<file path="src/rtl/rename_pkg.sv">
// Shared rename-stage definitions: the physical-register index width, the lane count,
// the lane type, and the two-lane round-robin pick used by allocators.
package rename_pkg;

    localparam int PREG_W = 5;
    localparam int NLANE  = 2;

    typedef enum logic {
        LANE0 = 1'b0,
        LANE1 = 1'b1
    } lane_e;

    // One-hot-or-zero pick among the requesting lanes. When both lanes request, the
    // prio lane wins. A lone requester always wins.
    function automatic logic [NLANE-1:0] rr_pick(input logic [NLANE-1:0] req,
                                                 input lane_e            prio);
        logic [NLANE-1:0] pick;
        pick = '0;
        case (req)
            2'b01:   pick = 2'b01;
            2'b10:   pick = 2'b10;
            2'b11:   pick = (prio == LANE1) ? 2'b10 : 2'b01;
            default: pick = '0;
        endcase
        return pick;
    endfunction

endpackage

</file>
<file path="src/rtl/rel_buf.sv">
// Release staging buffer: a circular buffer that accepts up to two writes per cycle
// (port 0 ahead of port 1) and drains one entry per cycle. The head is read
// combinationally. The pointers wrap naturally because N is a power of two. The
// caller only writes when at least two slots are free, and only reads when the
// buffer is non-empty.
module rel_buf #(
    parameter int W  = 5,
    parameter int N  = 4,
    localparam int AW = $clog2(N)
) (
    input  logic          i_clk,
    input  logic          i_rst_n,
    input  logic [1:0]    wr_en,
    input  logic [W-1:0]  wr_data0,
    input  logic [W-1:0]  wr_data1,
    input  logic          rd_en,
    output logic [W-1:0]  rd_data,
    output logic [AW:0]   occ
);

    logic [W-1:0]  mem [N];
    logic [AW-1:0] wptr_reg;
    logic [AW-1:0] rptr_reg;
    logic [AW:0]   occ_reg;
    logic [AW-1:0] wr_addr1;
    logic [AW:0]   push_cnt;

    // Port 1 lands directly behind port 0 when both are writing. Otherwise it takes
    // the tail slot itself.
    always_comb begin
        wr_addr1 = wptr_reg + AW'(wr_en[0]);
        push_cnt = (AW+1)'(wr_en[0]) + (AW+1)'(wr_en[1]);
    end

    // Storage array. The contents need no reset because occupancy marks what is valid.
    always_ff @(posedge i_clk) begin
        if (wr_en[0]) mem[wptr_reg] <= wr_data0;
        if (wr_en[1]) mem[wr_addr1] <= wr_data1;
    end

    // Pointer and occupancy bookkeeping. A buffered release is discarded on reset.
    always_ff @(posedge i_clk or negedge i_rst_n) begin
        if (!i_rst_n) begin
            wptr_reg <= '0;
            rptr_reg <= '0;
            occ_reg  <= '0;
        end else begin
            wptr_reg <= wptr_reg + push_cnt[AW-1:0];
            if (rd_en) rptr_reg <= rptr_reg + AW'(1);
            occ_reg  <= occ_reg + push_cnt - (AW+1)'(rd_en);
        end
    end

    assign rd_data = mem[rptr_reg];
    assign occ     = occ_reg;

endmodule

</file>
<file path="src/rtl/preg_alloc_ctrl.sv">
// Physical-register allocation controller. This block does the following:
// - It grants free registers to two rename lanes, round-robin, one per cycle.
// - It stages committed releases in rel_buf.
// - It drains those releases into an external free list, one per cycle.
// It also tracks the occupancy of the free list.
// Optional macro PREG_ALLOC_BYPASS_EN: when the list is empty but a release is
// staged, the release is handed straight to a requester.
module preg_alloc_ctrl
    import rename_pkg::*;
#(
    parameter int WIDTH = PREG_W,
    parameter int DEPTH = 31,
    parameter int RBUF  = 4
) (
    input  logic              i_clk,
    input  logic              i_rst_n,
    input  logic [NLANE-1:0]  i_req,
    output logic [NLANE-1:0]  o_gnt,
    output logic [WIDTH-1:0]  o_preg,
    input  logic [NLANE-1:0]  i_rel_vld,
    input  logic [WIDTH-1:0]  i_rel_preg0,
    input  logic [WIDTH-1:0]  i_rel_preg1,
    output logic              o_rel_rdy,
    output logic              o_fl_re,
    output logic              o_fl_we,
    output logic [WIDTH-1:0]  o_fl_wdata,
    input  logic [WIDTH-1:0]  i_fl_rdata,
    output logic [WIDTH:0]    o_count,
    output logic              o_empty,
    output logic              o_ovf
);

    localparam int BAW = $clog2(RBUF);
    localparam logic [WIDTH:0] DEPTH_C   = (WIDTH+1)'(DEPTH);
    localparam logic [BAW:0]   RDY_LIMIT = (BAW+1)'(RBUF - 2);

    logic [WIDTH:0]   count_reg;
    lane_e            ptr_reg;
    logic             ovf_reg;

    logic [WIDTH-1:0] buf_head;
    logic [BAW:0]     buf_occ;
    logic             buf_empty;
    logic [1:0]       buf_push;
    logic             buf_pop;

    logic             list_avail;
    logic             bypass_avail;
    logic             bypass_gnt;
    logic [NLANE-1:0] gnt;

    rel_buf #(
        .W (WIDTH),
        .N (RBUF)
    ) u_rel_buf (
        .i_clk    (i_clk),
        .i_rst_n  (i_rst_n),
        .wr_en    (buf_push),
        .wr_data0 (i_rel_preg0),
        .wr_data1 (i_rel_preg1),
        .rd_en    (buf_pop),
        .rd_data  (buf_head),
        .occ      (buf_occ)
    );

    assign buf_empty  = (buf_occ == '0);
    assign list_avail = (count_reg != '0);

`ifdef PREG_ALLOC_BYPASS_EN
    assign bypass_avail = !list_avail && !buf_empty;
`else
    assign bypass_avail = 1'b0;
`endif

    // Grant, free-list read/write strobes, and staging push/pop. A register written
    // this cycle is not visible to the grant until the list count includes it.
    always_comb begin
        gnt        = '0;
        if (i_rst_n && (list_avail || bypass_avail))
            gnt = rr_pick(i_req, ptr_reg);
        bypass_gnt = (gnt != '0) && !list_avail;
        o_gnt      = gnt;
        o_fl_re    = (gnt != '0) && list_avail;
        o_preg     = bypass_gnt ? buf_head : i_fl_rdata;
        o_fl_we    = i_rst_n && !buf_empty && (count_reg < DEPTH_C) && !bypass_gnt;
        o_fl_wdata = buf_head;
        o_rel_rdy  = (buf_occ <= RDY_LIMIT);
        buf_pop    = o_fl_we || bypass_gnt;
        buf_push   = o_rel_rdy ? i_rel_vld : 2'b00;
    end

    // Occupancy counter, round-robin pointer, and sticky release-overflow flag.
    always_ff @(posedge i_clk or negedge i_rst_n) begin
        if (!i_rst_n) begin
            count_reg <= DEPTH_C;
            ptr_reg   <= LANE0;
            ovf_reg   <= 1'b0;
        end else begin
            count_reg <= count_reg + (WIDTH+1)'(o_fl_we) - (WIDTH+1)'(o_fl_re);
            if (gnt != '0)
                ptr_reg <= (ptr_reg == LANE0) ? LANE1 : LANE0;
            if (!o_rel_rdy && (i_rel_vld != '0))
                ovf_reg <= 1'b1;
        end
    end

    assign o_count = count_reg;
    assign o_empty = (count_reg == '0);
    assign o_ovf   = ovf_reg;

endmodule

</file>
<file path="config.mk">
export PLATFORM = sky130hd
export DESIGN_NAME = preg_alloc_ctrl
export DESIGN_NICKNAME = d
export VERILOG_FILES = /design/src/rtl/rename_pkg.sv /design/src/rtl/rel_buf.sv /design/src/rtl/preg_alloc_ctrl.sv
export SDC_FILE = /design/constraint.sdc
export NUM_CORES = 1
export LEC_CHECK = 0
export CAP_MARGIN = 5
export CORE_MARGIN = 2
export CORE_UTILIZATION = 51
export DETAILED_ROUTE_END_ITERATION = 10
export GPL_ROUTABILITY_DRIVEN = 0
export PLACE_DENSITY = 0.82
export SYNTH_ARGS = -nofsm -noshare
export SYNTH_HDL_FRONTEND = slang
export SYNTH_HIERARCHICAL = 1
export SYNTH_SLANG_ARGS = --single-unit
</file>
<file path="constraint.sdc">
create_clock -name i_clk -period 2.9 [get_ports i_clk]
set_input_delay 0.58 -clock i_clk [delete_from_list [all_inputs] [get_ports i_clk]]
set_output_delay 0.58 -clock i_clk [all_outputs]
set_load 0.01 [all_outputs]
</file>
==> results.py <==
metrics = {
    "status": {
        "status": "finished clean",
    },
    "setup_path": {
        "path_class": "reg -> out",
        "slowest_delay_ps": 570,
        "timing.rr.start": "o_count[2]",
        "path_max_fanout": 4,
        "cpMaxStageDelayCell": "dfstp_2",
        "crit_path_start_kind": "flip-flop",
        "crit_chain": "inv_1, ha_1, nand4bb_1, nand2_1, a211oi_1, clkdlybuf4s50_1",
        "worst-r2r-cell-count": 12,
        "arrival_ps": 2200,
        "r2r_slack_ps": 320,
        "cp.required_ps": 2320,
        "worstReg2RegEnd": "o_count[4]",
        "end_kind": "output port",
    },
    "route": {
        "viasPerCell": 5.60,
        "first_iter_violations": 64,
        "drc": 0,
        "wire_per_inst_um": 17.9,
        "first_pass_iters": 4,
        "antenna_left": 0,
        "wirelength_um": 4440,
        "vias": 1389,
    },
    "floorplan": {
        "core_area_sq_mm": 0.00374,
        "start_util": 0.545,
        "fp.dieW_um": 67.2,
        "boundaryPins": 44,
        "die_y_um": 67.2,
        "die_area_sq_mm": 0.00452,
        "num_rows": 22,
    },
    "sta": {
        "setup_viol": 0,
        "setup_ws_ps": 120,
        "max_slew_margin": 0.476,
        "tns_ps": 0,
        "worst_pin_slew_ps": 778,
        "fin_worst_skew_ps": 7.43,
        "hold_viol": 0,
        "fin_crit_sh": 0.959,
        "timing.final.crit_period_ps": 2780,
        "grt_setup_unrepaired": "no",
        "drv_slew": 0,
        "max_freq_mhz": 360,
    },
    "clock_network": {
        "root_buffer": "clkbuf_8",
        "clk_pin_slew_ps": 70,
        "post_cts_buffers": 0,
        "ctsResizeCount": 0,
        "htree_levels": 2,
        "cts_buffers": 5,
        "cts_sinks": 35,
        "hold_buffers": 0,
        "ctsLongestPathBuffers": 2,
        "cts_tree": "done",
        "clk_latency_ps": 290,
    },
    "power": {
        "ir_drop_v": 0.000658,
        "power.density_mw_per_mm2": 1100,
        "power_leakage_nw": 1.08,
    },
    "final_layout": {
        "syn_to_final_growth_pct": 27.4,
        "largest_register_ffs": 20,
        "post-route-util": 0.694,
        "post-route-cell-area_sq_mm": 0.00260,
        "multi_input_area_sq_um": 966,
        "nets": 236,
        "fillerInstances": 294,
        "drive_gt1_frac": 0.260,
        "seq_area_sq_um": 982,
        "diodes": 0,
    },
    "global_routing": {
        "grtUsageTotal": 0.221,
        "gr-total-overflow": 0,
        "grt_max_degree": 14,
        "grt_pass1_vias": 1475,
        "grt_pass1_wl_um": 7220,
        "antenna_found_initial": 0,
    },
    "yosys": {
        "syn_area_per_cell_sq_um": 13.1,
        "synth_flop_cell": "edfxtp_1",
        "mappedNetlistArea_sq_mm": 0.00204,
        "synth_edf_count": 20,
        "ys_types": 34,
        "ys_seq_area_frac": 0.482,
        "synthTopCellsByCount": "20 x edfxtp_1, 15 x inv_1, 15 x mux2_2, 14 x ha_1, 10 x dfrtp_1",
        "synth_nets": 193,
        "syn_inst": 156,
        "yosysMostFrequentCell": "edfxtp_1",
        "synth_top_area_share": 0.294,
        "ys_warn_count": 6,
        "synth-async-reset-ratio": 0.429,
        "synthTopCellsByArea": "edfxtp_1 29%, dfrtp_1 12%, ha_1 8.6%, mux2_2 8.3%, dfstp_2 6.4%",
        "synth-seq-cells": 35,
        "synth.largest_area_cell": "edfxtp_1",
    },
    "placement": {
        "io_buffers": 33,
        "post_dp_cell_area_sq_mm": 0.00248,
        "dp_slack_ps": 38.2,
        "dp_hpwl_um": 3380,
    },
    "flow_run": {
        "drv_cap": 0,
    },
    "min_path": {
        "min_path_type": "in -> async",
    },
}
cells by family (layout without fill, tap and decap cells):
group	Yosys count	count (layout)	share of synthesized area
buffers and inverters	24	68	0.0448
adder cells (fa/ha/maj)	16	16	0.106
XOR/XNOR	13	13	0.0558
flip-flops	35	35	0.482
AO/OA/AOI/OAI	19	19	0.0650
multiplexers	25	25	0.175
AND/OR/NAND/NOR	24	24	0.0724
power breakdown:
| group | total, mW | switching [mW] | internal (mW) |
|---|---|---|---|
| Clock | 0.442 | 0.186 | 0.256 |
| Combinational | 1.47 | 0.674 | 0.791 |
| Sequential | 0.949 | 0.170 | 0.778 |
per-layer routing:
| layer | GRT usage | wire length [um] |
|---|---|---|
| met1 | 0.268 | 1740 |
| met2 | 0.394 | 2390 |
| met3 | 0.0450 | 236 |
| met4 | 0.0714 | 76 |
| met5 | 0 | 0 |
worst max path at each step:
stage               startpoint         end  slack (ps)
global placement       i_rst_n  o_count[4]         100
floorplan           o_count[2]  o_count[4]         500
detailed placement     i_rst_n  o_count[4]          40
finish              o_count[2]    o_gnt[0]         120
global route        o_count[2]    o_gnt[0]          50
CTS                 o_count[2]    o_gnt[0]         120
worst max-delay path, delay by kind of cell (launching register included):
kind | cells | cell delay, ps
AO/OA/AOI/OAI | 1 | 190
adder cells (fa/ha/maj) | 1 | 220
buffers and inverters | 2 | 640
flip-flops | 1 | 570
AND/OR/NAND/NOR | 2 | 290
cell usage in the layout, fill, tap and decap left out, types with 3 or more instances in the layout:
cell type,n
a21oi_1,3
buf_4,12
clkbuf_8,5
clkdlybuf4s50_1,33
dfrtp_1,10
dfstp_2,5
edfxtp_1,20
ha_1,14
inv_1,15
mux2_2,15
mux2_4,5
mux4_2,5
nand2_1,6
nor2_1,5
o21ai_0,4
o21bai_1,4
xnor2_1,6
xor2_1,7
through the flow:
stage	std cells	power, mW	hold slack (ps)
after floorplan	156	1.87	284
after global placement	240	2.33	458
after detailed placement	240	2.42	483
after CTS	248	2.88	465
after global routing	248	3.07	469
final	248	2.86	467
cell type report:
cell class	count	share of cell area
Clock inverter	3	0.0169
Clock buffer	5	0.0265
Timing Repair Buffer	45	0.162
Sequential cell	35	0.378
Tap cell	48	0.0231
Inverter	15	0.0217
Multi-Input combinational cell	97	0.372
(Power assumes the default switching activity.)
